--- config.mk ---
export PLATFORM = sky130hd
export DESIGN_NAME = axi_stream_demux_2_flat
export DESIGN_NICKNAME = d
export VERILOG_FILES = /design/src/rtl/axi_stream_demux_pkg.sv /design/src/rtl/axi_stream.sv /design/src/rtl/axi_stream_skid_buffer.sv /design/src/rtl/axi_stream_demux_2.sv /design/src/flat_wrapper.sv
export SDC_FILE = /design/constraint.sdc
export NUM_CORES = 1
export LEC_CHECK = 0
export ABC_AREA = 1
export CORE_MARGIN = 1
export CORE_UTILIZATION = 54
export CTS_BUF_LIST = sky130_fd_sc_hd__clkbuf_4 sky130_fd_sc_hd__clkbuf_8 sky130_fd_sc_hd__clkbuf_16
export DETAILED_ROUTE_END_ITERATION = 10
export PLACE_DENSITY = 0.83
export SLEW_MARGIN = 0
export SYNTH_ARGS = -nofsm -noshare
export SYNTH_HDL_FRONTEND = slang
export SYNTH_SLANG_ARGS = --single-unit
--- constraint.sdc ---
create_clock -name clock -period 18.2 [get_ports clock]
set_input_delay 4.55 -clock clock [delete_from_list [all_inputs] [get_ports clock]]
set_output_delay 4.55 -clock clock [all_outputs]
set_load 0.02 [all_outputs]
--- src/rtl/axi_stream_demux_pkg.sv ---
// Shared types and helpers for the packet-aware 1-to-2 AXI stream demultiplexer.
// The route state tells whether a packet is in flight and its route is pinned.
package axi_stream_demux_pkg;

    typedef enum logic {
        IDLE   = 1'b0,
        LOCKED = 1'b1
    } route_state_t;

    localparam int NUM_OUTPUTS = 2;

    // Inside a packet the latched route wins; between packets the live address does.
    function automatic logic effective_sel(
        input route_state_t state,
        input logic         locked_sel,
        input logic         address
    );
        return (state == LOCKED) ? locked_sel : address;
    endfunction

endpackage

--- src/rtl/axi_stream.sv ---
// AXI stream bundle: payload (data/dest/user/tlast) plus valid/ready.
// A beat transfers on a rising clock edge where valid and ready are both high;
// a master never withdraws valid or alters the payload until that transfer happens.
interface axi_stream #(
    parameter int DATA_WIDTH = 16,
    parameter int DEST_WIDTH = 8,
    parameter int USER_WIDTH = 8
);
    logic [DATA_WIDTH-1:0] data;
    logic [DEST_WIDTH-1:0] dest;
    logic [USER_WIDTH-1:0] user;
    logic                  tlast;
    logic                  valid;
    logic                  ready;

    modport master (
        output data,
        output dest,
        output user,
        output tlast,
        output valid,
        input  ready
    );

    modport slave (
        input  data,
        input  dest,
        input  user,
        input  tlast,
        input  valid,
        output ready
    );
endinterface

--- src/rtl/axi_stream_skid_buffer.sv ---
// Two-entry register slice for one demux output: an output register plus a skid
// register that catches the one beat accepted in the cycle the consumer stalls.
module axi_stream_skid_buffer #(
    parameter int DATA_WIDTH = 16,
    parameter int DEST_WIDTH = 8,
    parameter int USER_WIDTH = 8
) (
    input  logic                  clock,
    input  logic                  reset,
    input  logic                  in_valid_i,
    input  logic [DATA_WIDTH-1:0] in_data_i,
    input  logic [DEST_WIDTH-1:0] in_dest_i,
    input  logic [USER_WIDTH-1:0] in_user_i,
    input  logic                  in_last_i,
    output logic                  skid_valid_o,
    output logic                  out_valid_o,
    output logic [DATA_WIDTH-1:0] out_data_o,
    output logic [DEST_WIDTH-1:0] out_dest_o,
    output logic [USER_WIDTH-1:0] out_user_o,
    output logic                  out_last_o,
    input  logic                  out_ready_i
);

    localparam int PW = DATA_WIDTH + DEST_WIDTH + USER_WIDTH + 1;

    logic [PW-1:0] in_payload;
    logic [PW-1:0] out_payload_q, out_payload_d;
    logic [PW-1:0] skid_payload_q, skid_payload_d;
    logic          out_valid_q, out_valid_d;
    logic          skid_valid_q, skid_valid_d;
    logic          out_free;

    assign in_payload = {in_data_i, in_dest_i, in_user_i, in_last_i};
    assign out_free   = ~out_valid_q | out_ready_i;

    // in_valid_i is only ever raised while the skid is empty, so the skid
    // cannot be overwritten and a draining skid never competes with new input.
    always_comb begin
        out_valid_d    = out_valid_q;
        out_payload_d  = out_payload_q;
        skid_valid_d   = skid_valid_q;
        skid_payload_d = skid_payload_q;
        if (out_free) begin
            if (skid_valid_q) begin
                out_valid_d   = 1'b1;
                out_payload_d = skid_payload_q;
                skid_valid_d  = 1'b0;
            end else begin
                out_valid_d = in_valid_i;
                if (in_valid_i) begin
                    out_payload_d = in_payload;
                end
            end
        end else if (in_valid_i) begin
            skid_valid_d   = 1'b1;
            skid_payload_d = in_payload;
        end
    end

    always_ff @(posedge clock or posedge reset) begin
        if (reset) begin
            out_valid_q    <= 1'b0;
            out_payload_q  <= '0;
            skid_valid_q   <= 1'b0;
            skid_payload_q <= '0;
        end else begin
            out_valid_q    <= out_valid_d;
            out_payload_q  <= out_payload_d;
            skid_valid_q   <= skid_valid_d;
            skid_payload_q <= skid_payload_d;
        end
    end

    assign skid_valid_o = skid_valid_q;
    assign out_valid_o  = out_valid_q;
    assign {out_data_o, out_dest_o, out_user_o, out_last_o} = out_payload_q;

endmodule

--- src/rtl/axi_stream_demux_2.sv ---
// Packet-aware 1-to-2 AXI stream demux: the route is pinned on a packet's first
// beat and held until its tlast beat is accepted; each output has its own slice.
module axi_stream_demux_2
    import axi_stream_demux_pkg::*;
#(
    parameter int DATA_WIDTH = 16,
    parameter int DEST_WIDTH = 8,
    parameter int USER_WIDTH = 8
) (
    input  logic      clock,
    input  logic      reset,
    input  logic      address,
    axi_stream.slave  stream_in,
    axi_stream.master stream_out_1,
    axi_stream.master stream_out_2
);

    route_state_t state_q, state_d;
    logic         locked_sel_q, locked_sel_d;
    logic         sel;
    logic         in_ready;
    logic         accept;

    logic [NUM_OUTPUTS-1:0] skid_valid;
    logic [NUM_OUTPUTS-1:0] slice_in_valid;

    assign sel = effective_sel(state_q, locked_sel_q, address);

    // Ready looks only at the selected skid flag, never at downstream ready,
    // so there is no combinational path from an output back to the input.
    assign in_ready        = ~reset & ~skid_valid[sel];
    assign stream_in.ready = in_ready;
    assign accept          = stream_in.valid & in_ready;

    assign slice_in_valid[0] = accept & (sel == 1'b0);
    assign slice_in_valid[1] = accept & (sel == 1'b1);

    always_comb begin
        state_d      = state_q;
        locked_sel_d = locked_sel_q;
        case (state_q)
            IDLE: begin
                if (accept && !stream_in.tlast) begin
                    state_d      = LOCKED;
                    locked_sel_d = address;
                end
            end
            LOCKED: begin
                if (accept && stream_in.tlast) begin
                    state_d = IDLE;
                end
            end
            default: begin
                state_d = IDLE;
            end
        endcase
    end

    always_ff @(posedge clock or posedge reset) begin
        if (reset) begin
            state_q      <= IDLE;
            locked_sel_q <= 1'b0;
        end else begin
            state_q      <= state_d;
            locked_sel_q <= locked_sel_d;
        end
    end

    axi_stream_skid_buffer #(
        .DATA_WIDTH(DATA_WIDTH),
        .DEST_WIDTH(DEST_WIDTH),
        .USER_WIDTH(USER_WIDTH)
    ) u_slice_1 (
        .clock       (clock),
        .reset       (reset),
        .in_valid_i  (slice_in_valid[0]),
        .in_data_i   (stream_in.data),
        .in_dest_i   (stream_in.dest),
        .in_user_i   (stream_in.user),
        .in_last_i   (stream_in.tlast),
        .skid_valid_o(skid_valid[0]),
        .out_valid_o (stream_out_1.valid),
        .out_data_o  (stream_out_1.data),
        .out_dest_o  (stream_out_1.dest),
        .out_user_o  (stream_out_1.user),
        .out_last_o  (stream_out_1.tlast),
        .out_ready_i (stream_out_1.ready)
    );

    axi_stream_skid_buffer #(
        .DATA_WIDTH(DATA_WIDTH),
        .DEST_WIDTH(DEST_WIDTH),
        .USER_WIDTH(USER_WIDTH)
    ) u_slice_2 (
        .clock       (clock),
        .reset       (reset),
        .in_valid_i  (slice_in_valid[1]),
        .in_data_i   (stream_in.data),
        .in_dest_i   (stream_in.dest),
        .in_user_i   (stream_in.user),
        .in_last_i   (stream_in.tlast),
        .skid_valid_o(skid_valid[1]),
        .out_valid_o (stream_out_2.valid),
        .out_data_o  (stream_out_2.data),
        .out_dest_o  (stream_out_2.dest),
        .out_user_o  (stream_out_2.user),
        .out_last_o  (stream_out_2.tlast),
        .out_ready_i (stream_out_2.ready)
    );

endmodule

--- src/flat_wrapper.sv ---
// flat-port wrapper written by rule: the top's interface ports become plain ports
module axi_stream_demux_2_flat import axi_stream_demux_pkg::*;
#(
    parameter int DATA_WIDTH = 16,
    parameter int DEST_WIDTH = 8,
    parameter int USER_WIDTH = 8
)
  (clock, reset, address, stream_in_data, stream_in_dest, stream_in_user, stream_in_tlast, stream_in_valid, stream_in_ready, stream_out_1_data, stream_out_1_dest, stream_out_1_user, stream_out_1_tlast, stream_out_1_valid, stream_out_1_ready, stream_out_2_data, stream_out_2_dest, stream_out_2_user, stream_out_2_tlast, stream_out_2_valid, stream_out_2_ready);
  axi_stream #(.DATA_WIDTH(DATA_WIDTH), .DEST_WIDTH(DEST_WIDTH), .USER_WIDTH(USER_WIDTH)) stream_in_i ();
  axi_stream #(.DATA_WIDTH(DATA_WIDTH), .DEST_WIDTH(DEST_WIDTH), .USER_WIDTH(USER_WIDTH)) stream_out_1_i ();
  axi_stream #(.DATA_WIDTH(DATA_WIDTH), .DEST_WIDTH(DEST_WIDTH), .USER_WIDTH(USER_WIDTH)) stream_out_2_i ();
  input  logic clock;
  input  logic reset;
  input  logic address;
  input wire logic [$bits(stream_in_i.data)-1:0] stream_in_data;
  input wire logic [$bits(stream_in_i.dest)-1:0] stream_in_dest;
  input wire logic [$bits(stream_in_i.user)-1:0] stream_in_user;
  input wire logic [$bits(stream_in_i.tlast)-1:0] stream_in_tlast;
  input wire logic [$bits(stream_in_i.valid)-1:0] stream_in_valid;
  output wire logic [$bits(stream_in_i.ready)-1:0] stream_in_ready;
  output wire logic [$bits(stream_out_1_i.data)-1:0] stream_out_1_data;
  output wire logic [$bits(stream_out_1_i.dest)-1:0] stream_out_1_dest;
  output wire logic [$bits(stream_out_1_i.user)-1:0] stream_out_1_user;
  output wire logic [$bits(stream_out_1_i.tlast)-1:0] stream_out_1_tlast;
  output wire logic [$bits(stream_out_1_i.valid)-1:0] stream_out_1_valid;
  input wire logic [$bits(stream_out_1_i.ready)-1:0] stream_out_1_ready;
  output wire logic [$bits(stream_out_2_i.data)-1:0] stream_out_2_data;
  output wire logic [$bits(stream_out_2_i.dest)-1:0] stream_out_2_dest;
  output wire logic [$bits(stream_out_2_i.user)-1:0] stream_out_2_user;
  output wire logic [$bits(stream_out_2_i.tlast)-1:0] stream_out_2_tlast;
  output wire logic [$bits(stream_out_2_i.valid)-1:0] stream_out_2_valid;
  input wire logic [$bits(stream_out_2_i.ready)-1:0] stream_out_2_ready;
  assign stream_in_i.data = stream_in_data;
  assign stream_in_i.dest = stream_in_dest;
  assign stream_in_i.user = stream_in_user;
  assign stream_in_i.tlast = stream_in_tlast;
  assign stream_in_i.valid = stream_in_valid;
  assign stream_in_ready = stream_in_i.ready;
  assign stream_out_1_data = stream_out_1_i.data;
  assign stream_out_1_dest = stream_out_1_i.dest;
  assign stream_out_1_user = stream_out_1_i.user;
  assign stream_out_1_tlast = stream_out_1_i.tlast;
  assign stream_out_1_valid = stream_out_1_i.valid;
  assign stream_out_1_i.ready = stream_out_1_ready;
  assign stream_out_2_data = stream_out_2_i.data;
  assign stream_out_2_dest = stream_out_2_i.dest;
  assign stream_out_2_user = stream_out_2_i.user;
  assign stream_out_2_tlast = stream_out_2_i.tlast;
  assign stream_out_2_valid = stream_out_2_i.valid;
  assign stream_out_2_i.ready = stream_out_2_ready;
  axi_stream_demux_2 #(.DATA_WIDTH(DATA_WIDTH), .DEST_WIDTH(DEST_WIDTH), .USER_WIDTH(USER_WIDTH)) u_core (.clock(clock), .reset(reset), .address(address), .stream_in(stream_in_i), .stream_out_1(stream_out_1_i), .stream_out_2(stream_out_2_i));
endmodule
# --- Yosys cells after proc, flatten, opt, wreduce, memory -nomap -nowiden ---
# Cells that the tools add are included.
op_classes:
  order_cmp: 1
  n_mux: 16
  bitwise: 14
  n_reduce_logical: 12
op_table:
  columns: ["operator", "count"]
  rows:
  - ["33-bit two-way mux", 4]
  - ["1-bit two-way mux", 11]
  - ["2-bit AND reduction", 5]
  - ["1-bit NOT", 8]
  - ["2-bit nonzero test", 4]
  - ["1-bit AND", 4]
  - ["1-bit logical AND", 2]
  - ["1-bit by 2-bit < comparator with 1-bit output (second input constant)", 1]
  - ["1-bit OR", 2]
  - ["1-bit case mux with 2 select lines", 1]
  - ["1-bit zero test", 1]
totals:
  reg_bits: 138
  inputBits: 39
  out_inout_bits: 69
  elab_cells: 53

# --- Longest topological paths before layout ---
# Gate-level depths: netlist of the first run.
depth:
  word_depth: 9
  ltp_mapped: 11
  depth_no_buf: 10

# --- Hierarchy ---
# Synthesis of the first run repeated with hierarchy kept, for this count alone.
unflattened:
  hier_cells: 828
  area_unflattened_um2: 6263.5
modules_own_cells:
  columns: ["module", "n_inst", "cells_per_inst", "area_each_um2", "seq_area_each_um2"]
  rows:
  - ["axi_stream_skid_buffer", 2, 399, 3029.2, 1701.6]
  - ["axi_stream_demux_2", 1, 30, 205.2, 50.0]

# --- Worst setup path after synthesis of the first run ---
# Ideal clock, no wire load.
synth_path:
  path_type: "input -> output"
  from: "in reset"
  to: "out stream_in_ready"
  arrival_time_ns: 8.437
  t_required_ns: 13.650
  slack_ns: 5.213
  cell_stages: 3
  n_path_buf: 0
  cell_sequence: "inv_1 -> nand2_1 -> nor2_8"
synth_between:
  elab_chain_len: 2
synth_rtl:
  columns: ["item", "line_no", "source"]
  rows:
  - ["start: declaration", "flat_wrapper.sv:13", "input logic reset;"]
  - ["1-bit NOT", "axi_stream_demux_2.sv:31", "assign in_ready = ~reset & ~skid_valid[sel];"]
  - ["1-bit AND", "axi_stream_demux_2.sv:31", null]
  - ["end: declaration", "flat_wrapper.sv:20", "output wire logic [$bits(stream_in_i.ready)-1:0] stream_in_ready;"]
# No other way between the ends.

# --- Worst setup path in the final report of the first run ---
# Same ends and word-level chain as after synthesis.

==> results of run 1 <==
[registers in the layout (all words and copies together), names as in the netlist, named ones only]
name / flops
u_core.u_slice_1.out_payload_q: 33
u_core.u_slice_1.skid_valid_o: 1
u_core.u_slice_2.skid_payload_q: 33
u_core.locked_sel_q: 1
u_core.u_slice_2.out_valid_o: 1
u_core.u_slice_1.out_valid_o: 1
u_core.u_slice_1.skid_payload_q: 33
u_core.u_slice_2.skid_valid_o: 1
u_core.u_slice_2.out_payload_q: 33
[per-layer routing]
layer  part of all wire  routed length (um)  vias up
met1               0.44                6940     2693
met2               0.49                7690      198
met3              0.056                 882       25
li1                   -                   -     2671
met5                  0                   0        -
met4              0.014                 215        0
[worst min path at each step]
stage	start	to	slack, ns	depth (start not counted)
floorplan	u_core.locked_sel_q	u_core.locked_sel_q	0.46	2
global placement	u_core.u_slice_2.out_payload_q[13]	u_core.u_slice_2.out_payload_q[13]	0.45	2
detailed placement	u_core.u_slice_1.out_payload_q[29]	u_core.u_slice_1.out_payload_q[29]	0.46	2
CTS	u_core.u_slice_1.out_payload_q[29]	u_core.u_slice_1.out_payload_q[29]	0.47	2
global route	u_core.u_slice_1.out_payload_q[10]	u_core.u_slice_1.out_payload_q[10]	0.49	2
finish	u_core.u_slice_2.out_payload_q[13]	u_core.u_slice_2.out_payload_q[13]	0.47	2
[cells in the mapped netlist]
cell type | number | area (sq um)
sky130_fd_sc_hd__nand3_4 | 2 | 35.0
sky130_fd_sc_hd__nand2_2 | 1 | 6.26
sky130_fd_sc_hd__nand2_1 | 342 | 1280
sky130_fd_sc_hd__nand3_1 | 68 | 340
sky130_fd_sc_hd__buf_1 | 2 | 7.51
sky130_fd_sc_hd__dfrtp_1 | 138 | 3450
sky130_fd_sc_hd__buf_4 | 12 | 90.1
sky130_fd_sc_hd__inv_1 | 41 | 154
sky130_fd_sc_hd__nor2_8 | 1 | 20.0
sky130_fd_sc_hd__nand4_1 | 1 | 6.26
sky130_fd_sc_hd__buf_6 | 6 | 67.6
sky130_fd_sc_hd__nor2_4 | 3 | 33.8
sky130_fd_sc_hd__nand2_4 | 4 | 45.0
sky130_fd_sc_hd__a21oi_1 | 2 | 10.0
sky130_fd_sc_hd__clkbuf_1 | 32 | 120
sky130_fd_sc_hd__inv_2 | 1 | 3.75
sky130_fd_sc_hd__o21ai_0 | 133 | 666
sky130_fd_sc_hd__nor3b_1 | 1 | 7.51
[worst max-delay path, cell delays in order]
cell	delay, ns
sky130_fd_sc_hd__clkdlybuf4s50_1	0.47
sky130_fd_sc_hd__inv_6	0.43
sky130_fd_sc_hd__nand2_1	0.27
sky130_fd_sc_hd__nor2_8	0.18
sky130_fd_sc_hd__clkdlybuf4s50_1	0.62
[cell families after synthesis]
| group | Yosys count | synth area share |
|---|---|---|
| buffers and inverters | 94 | 0.0698 |
| and+or+nand+nor | 423 | 0.280 |
| DFF | 138 | 0.544 |
| AOI/OAI and AO/OA | 135 | 0.106 |
[final cells by class]
cell class	count	area, sq um
Fill cell	929	3420
Tap cell	143	179
Clock inverter	12	170
Inverter	42	163
Clock buffer	20	467
Timing Repair Buffer	111	1100
Sequential cell	138	3460
Multi-Input combinational cell	558	2460
[stage by stage]
| stage | hold WS [ns] | area (sq um) | utilization | total power (uW) |
|---|---|---|---|---|
| floorplan | 0.462 | 6350 | - | 671 |
| global placement | 0.454 | 7360 | 0.644 | 822 |
| detailed placement | 0.459 | 7360 | 0.644 | 837 |
| CTS | 0.472 | 7990 | 0.700 | 1210 |
| global route | 0.490 | 7990 | 0.700 | 1260 |
| finish | 0.466 | 7990 | 0.700 | 1200 |
[power by group]
group	total, uW	internal [uW]	switching (uW)
registers	485	422	62.2
logic	349	152	197
clock network	368	239	129
total	1200	813	388
==> run summary, run 1 <==
The run finished with clean final reports. The worst setup path is captured at an output pin. For the pin with the worst max-slew slack, the measured transition is 1.09 ns. Along the worst path, the maximum fanout reaches 64. 108 I/O pins were placed. The tools report the number of rows in the core area as 39. Wires add up to 15700 um.

After legalization and detailed placement, the total HPWL measured 8610 um. Entering global routing, the biggest net connects 77 pins. The final clock period utilization by the worst path is 0.609.

Synthesis instantiated 18 different standard cells from the library. Average size of a mapped cell: 8.04 sq um. The number of maximum-capacitance constraint violations was 0. After layout, the worst setup slack is 7.12 ns. The most critical setup path has its startpoint at reset. The tools report the met2 routing resource usage after global routing as 0.430. OpenSTA, run right after detailed placement, puts the worst setup slack at 7.06 ns.

The horizontal die dimension is 110 um. Clock tree synthesis found a total of 138 sinks. The first routing iteration left 401 violations.

The critical path startpoint category is an input port. The final routed wire length divided by cell count was 15.4 um. The worst hold path belongs to the class reg2reg.

The area growth from synthesis to layout is 25.9%. The die covers 12200 sq um. Leaving out fill and tap cells, the most frequent cell in the layout is sky130_fd_sc_hd__nand2_1. First-pass detailed-route iteration total: 5.

The critical path ends at stream_in_ready. The worst ir drop on vdd came out at 90.2 uV. The register area share after synthesis was 0.544. The capture instance of the worst register-to-register path was u_core.u_slice_2.out_payload_q[29].

The reg-to-reg critical path startpoint was u_core.u_slice_2.skid_valid_o. At the worst endpoint, the arrival time is 6.53 ns. The run gives 0 as the count of inserted antenna diode cells. The total track usage was 0.268.

The tools report the number of slew-limit violations in the final report as 0. The number of nets in the synthesized netlist is 829. The logs give 0 for the total congestion overflow and 0.00389 uW for the total leakage power. Setup violations remaining at the end of the flow were counted as 0.

The depth of the CTS H-tree was 4. The hold buffer count at cts was 0. The count of buffers added on input and output ports is 107.

Post-CTS timing repair inserted 0 buffers for setup. After detailed routing, the number of remaining DRC violations is 0. For the required time at the worst-slack endpoint, the log shows 13.65 ns. For the worst flop-to-flop path, the logic depth is 8. For flop-to-flop paths, the worst setup slack is 14.83 ns. Setup repair after global routing left no endpoint under its margin. Counting every instance in the synthesized netlist gives 790. At the end of the flow, the number of nets in the layout was 907. In this run, CTS created clock tree buffers numbering 17.

The final setup skew was 0.00705 ns; the chip height was 110 um. The hold violation total from the final report came out at 0. In this run, synthesis produced a sequential element count of 138. The logs give 0.41 ns for the latest clock arrival within the worst-skew pair and 0.0543 for the met3 demand-to-capacity share in global routing.

At the end of routability-driven placement, the weighted congestion stood at 0.765. For the initial core utilization, the log shows 0.556. The core region is 11400 sq um. The top cell types in the final layout, fill and taps aside, are sky130_fd_sc_hd__nand2_1, sky130_fd_sc_hd__dfrtp_1, sky130_fd_sc_hd__o21ai_0, sky130_fd_sc_hd__clkdlybuf4s50_1, sky130_fd_sc_hd__nand3_1. For the post-route setup TNS, the log shows 0 ns. The final critical delay including setup and external delays is 11.08 ns. The tools report the final antenna-violating net count as 0.

Gates resized during post-CTS repair numbered 0. The global-route layer with the greatest usage is met2. TritonCTS built the clock tree.

Including well taps, the total number of placed cells is 992. The largest buffer count on any clock path is 2, and the maximum clock frequency is 90.2 MHz. The tools report the via total after detailed routing as 5587. In this run the clock root is driven by a sky130_fd_sc_hd__clkbuf_16. The share of final-layout standard cells stronger than drive strength 1 was 0.0602; the met1 track demand over resource was 0.372.

The run gives 0 as the number of antenna violations at the first check in global routing. The post-synthesis instance area came out at 6350 sq um. The kind of critical path is in2out. The relative max-transition margin was 0.272.

The clock slew seen by the registers of the worst setup and hold paths came out at 0.05 ns. Using the TritonRoute via totals, the vias-per-cell ratio works out to 5.46. Yosys printed 0 warnings. The run gives 26400 um as the wire length of the first global-routing pass. The final cell count without fillers is 1024, and the power per standard cell area is 150 nW/um^2.

Via count of the first global-routing pass: 5257.
Note: power is estimated with default switching activity, not from simulation.
==> run 2: changes to the inputs <==
--- a/config.mk
+++ b/config.mk
@@ -7,10 +7,10 @@
 export LEC_CHECK = 0
 export ABC_AREA = 1
 export CORE_MARGIN = 1
-export CORE_UTILIZATION = 54
+export CORE_UTILIZATION = 48
 export CTS_BUF_LIST = sky130_fd_sc_hd__clkbuf_4 sky130_fd_sc_hd__clkbuf_8 sky130_fd_sc_hd__clkbuf_16
 export DETAILED_ROUTE_END_ITERATION = 10
-export PLACE_DENSITY = 0.83
+export PLACE_DENSITY = 0.78
 export SLEW_MARGIN = 0
 export SYNTH_ARGS = -nofsm -noshare
 export SYNTH_HDL_FRONTEND = slang
==> constraint.sdc (replaced) <==
create_clock -name clock -period 9.2 [get_ports clock]
set_input_delay 2.3 -clock clock [delete_from_list [all_inputs] [get_ports clock]]
set_output_delay 2.3 -clock clock [all_outputs]
set_load 0.02 [all_outputs]
==> run summary, run 2 (same netlist as run 1, synthesis figures left out) <==
The run gives 0 (unchanged) as the hold violation total from the final report. First-pass detailed-route iteration total: 7 (+2). The highest fanout seen on the critical path works out to 83 (+30%). The post-route setup TNS is 0 ns (unchanged), and the number of antenna violations at the first check in global routing is 0 (unchanged). In the layout the commonest cells are sky130_fd_sc_hd__nand2_1, sky130_fd_sc_hd__dfrtp_1, sky130_fd_sc_hd__o21ai_0, sky130_fd_sc_hd__clkdlybuf4s50_1, sky130_fd_sc_hd__nand3_1. For the largest buffer count on any clock path, the log shows 2 (unchanged). The run gives 1050 (+2.5%) as the final cell count without fillers.

The share of final-layout standard cells stronger than drive strength 1 came out at 0.0569 (-0.00321). The clock sink total came out at 138 (unchanged). The number of buffers created by CTS came out at 17 (unchanged). The placed cell count was 1020 (+2.8%); the count of nets after finishing was 906 (-0.11%). The final setup skew is 0.00772 ns (+0.000670 ns), and the latest clock arrival within the worst-skew pair is 0.42 ns (about the same). Number of rows in the core area: 41 (+5.1%). The depth of the CTS H-tree was 4 (unchanged); the chip height was 117 um (+6.0%). Critical path startpoint category: an input port. Maximum clock frequency: 148 MHz. For the total core area, the log shows 12800 sq um (+12%).

The largest individual stage delay along the critical path comes from the cell sky130_fd_sc_hd__clkdlybuf4s50_1. The cell that appears most often on the critical path is sky130_fd_sc_hd__clkdlybuf4s50_1. The overall power consumption came out at 2270 uW (+89%).

The initial core utilization was 0.497 (-0.0590). The tools report the total leakage power as 0.00386 uW (-0.77%). The total DRC errors in the routed layout came out at 0 (unchanged). The hold buffer count at cts was 0 (unchanged); the horizontal die dimension was 117 um (+6.0%). The final count of negative-setup-slack endpoints came out at 0 (unchanged). The total congestion overflow came out at 0 (unchanged). Walking the worst path, the cells encountered are clkdlybuf4s50_1 > inv_6 > nand2_1 > nor2_8 > clkdlybuf4s50_1. The tightest min-delay check is of the reg2reg type.

The tools report the number of slew-limit violations in the final report as 0 (unchanged). The tools report the relative max-transition margin as 0.273 (+0.00144). The most frequent standard cell in the layout excluding fill and tap cells is sky130_fd_sc_hd__nand2_1. On the critical path the largest part of the delay comes from buffers and inverters. The buffers inserted during post-CTS setup optimization came out at 0 (unchanged). TritonCTS built the clock tree.

Subtracting the final worst setup slack from the clock period gives 6.75 ns. The number of buffers and inverters on the critical path is 3 (unchanged), and the total track usage is 0.239 (-0.0293). The count of buffers from port buffering was 107 (unchanged).

Count of inserted antenna diode cells: 0 (unchanged). Compared with the post-synthesis result, the final layout area differs by 24.9%. The top-level I/O count is 108 (unchanged), and the slack of the worst reg-to-reg path is 5.95 ns (-8.88 ns). The logs give 0.783 (+2.4%) for the final weighted congestion in routability-driven placement and 15200 um (-3.5%) for the final wirelength.

Setup repair after global routing left no endpoint under its margin. The final clock period utilization by the worst path came out at 0.734. The final antenna-violating net count is 0 (unchanged).

The final-layout worst hold slack was 0.465 ns (-0.000350 ns); the post-route core utilization was 0.621 (-0.0793). The clock slew seen by the registers of the worst setup and hold paths is 0.05 ns (about the same), and the delay of the slowest cell on the worst path is 0.63 ns (about the same). Kind of critical path: in2out. The tools report the initial DRC count as 449 (+12%).

The run gives 0 (unchanged) as the number of maximum-capacitance constraint violations. For the number of filler instances in the final layout, the log shows 1103 (+19%). The area of the die was 13700 sq um (+12%); the power per standard cell area was 287 nW/um^2 (+91%). The tree is rooted in a sky130_fd_sc_hd__clkbuf_16. The wire length of the first global-routing pass is 24700 um (-6.5%). The flow ran to the end, and the final reports show no timing, DRC or antenna violations. The final routed wire length divided by cell count is 14.4 um (-5.9%).

For the largest net degree at the start of global routing, the log shows 84 (+9.1%). The per-cell via count in the routed design is 5.19 (-4.9%), and the worst ir drop on vdd is 122 uV (+35%). The half-perimeter wire length after detailed placement was 8590 um (-0.27%).

The logs give 5013 (-4.6%) for the via count of the first global-routing pass and 0 (unchanged) for the number of gates given a new drive strength after cts. Slew of the pin with the lowest slew margin: 1.09 ns (-0.00216 ns). The run gives 5448 (-2.5%) as the via total after detailed routing.

The tools report the critical path endpoint category as an output pin. The required time at the worst-slack endpoint is 6.90 ns (-6.75 ns), and the data arrival time at the worst-slack endpoint is 4.45 ns (-2.08 ns).
## run 2: worst paths after layout
kind	startpoint	endpoint	depth (start not counted)
setup / recovery	reset	stream_in_ready	5
hold / removal	u_core.u_slice_1.out_payload_q[11]	u_core.u_slice_1.out_payload_q[11]	2
setup reg to reg	u_core.u_slice_2.skid_valid_o	u_core.u_slice_2.out_payload_q[2]	8
hold reg to reg	u_core.u_slice_1.out_payload_q[11]	u_core.u_slice_1.out_payload_q[11]	2
max in group asynchronous	reset	u_core.u_slice_2.skid_payload_q[9]	3
min in group asynchronous	reset	u_core.u_slice_1.skid_payload_q[31]	2
## run 2: layout make-up
class | count | area (sq um) | share of cell area
Clock inverter | 4 | 45.0 | 0.00568
Inverter | 42 | 163 | 0.0205
Sequential cell | 138 | 3460 | 0.436
Clock buffer | 26 | 499 | 0.0630
Tap cell | 172 | 215 | 0.0271
Multi-Input combinational cell | 558 | 2460 | 0.310
Timing Repair Buffer | 110 | 1090 | 0.138
## run 2: through the flow
stage / setup slack [ns] / area (sq um)
global route: 2.22 / 7930
detailed placement: 2.39 / 7390
global placement: 2.42 / 7390
finish: 2.45 / 7930
floorplan: 0.713 / 6350
CTS: 2.38 / 7930
## run 2: power breakdown
part           leakage, uW  switching, uW  internal, uW
registers          0.00174            124           836
logic              0.00184            380           300
clock network     0.000279            235           397
## run 2: worst register-to-register path: cells and delay by family (launching register included)
| kind | cells | cell delay, ns |
|---|---|---|
| simple gates | 7 | 1.78 |
| flops | 1 | 1.08 |
| buf+inv | 1 | 0.34 |
## run 2: routing by layer
| metal | global-route usage | wire [um] | up-vias |
|---|---|---|---|
| met2 | 0.390 | 7340 | 177 |
| met1 | 0.314 | 6760 | 2582 |
| met4 | 0.0776 | 228 | 0 |
| met5 | 0 | 0 | - |
| met3 | 0.0608 | 837 | 23 |
| li1 | - | - | 2666 |
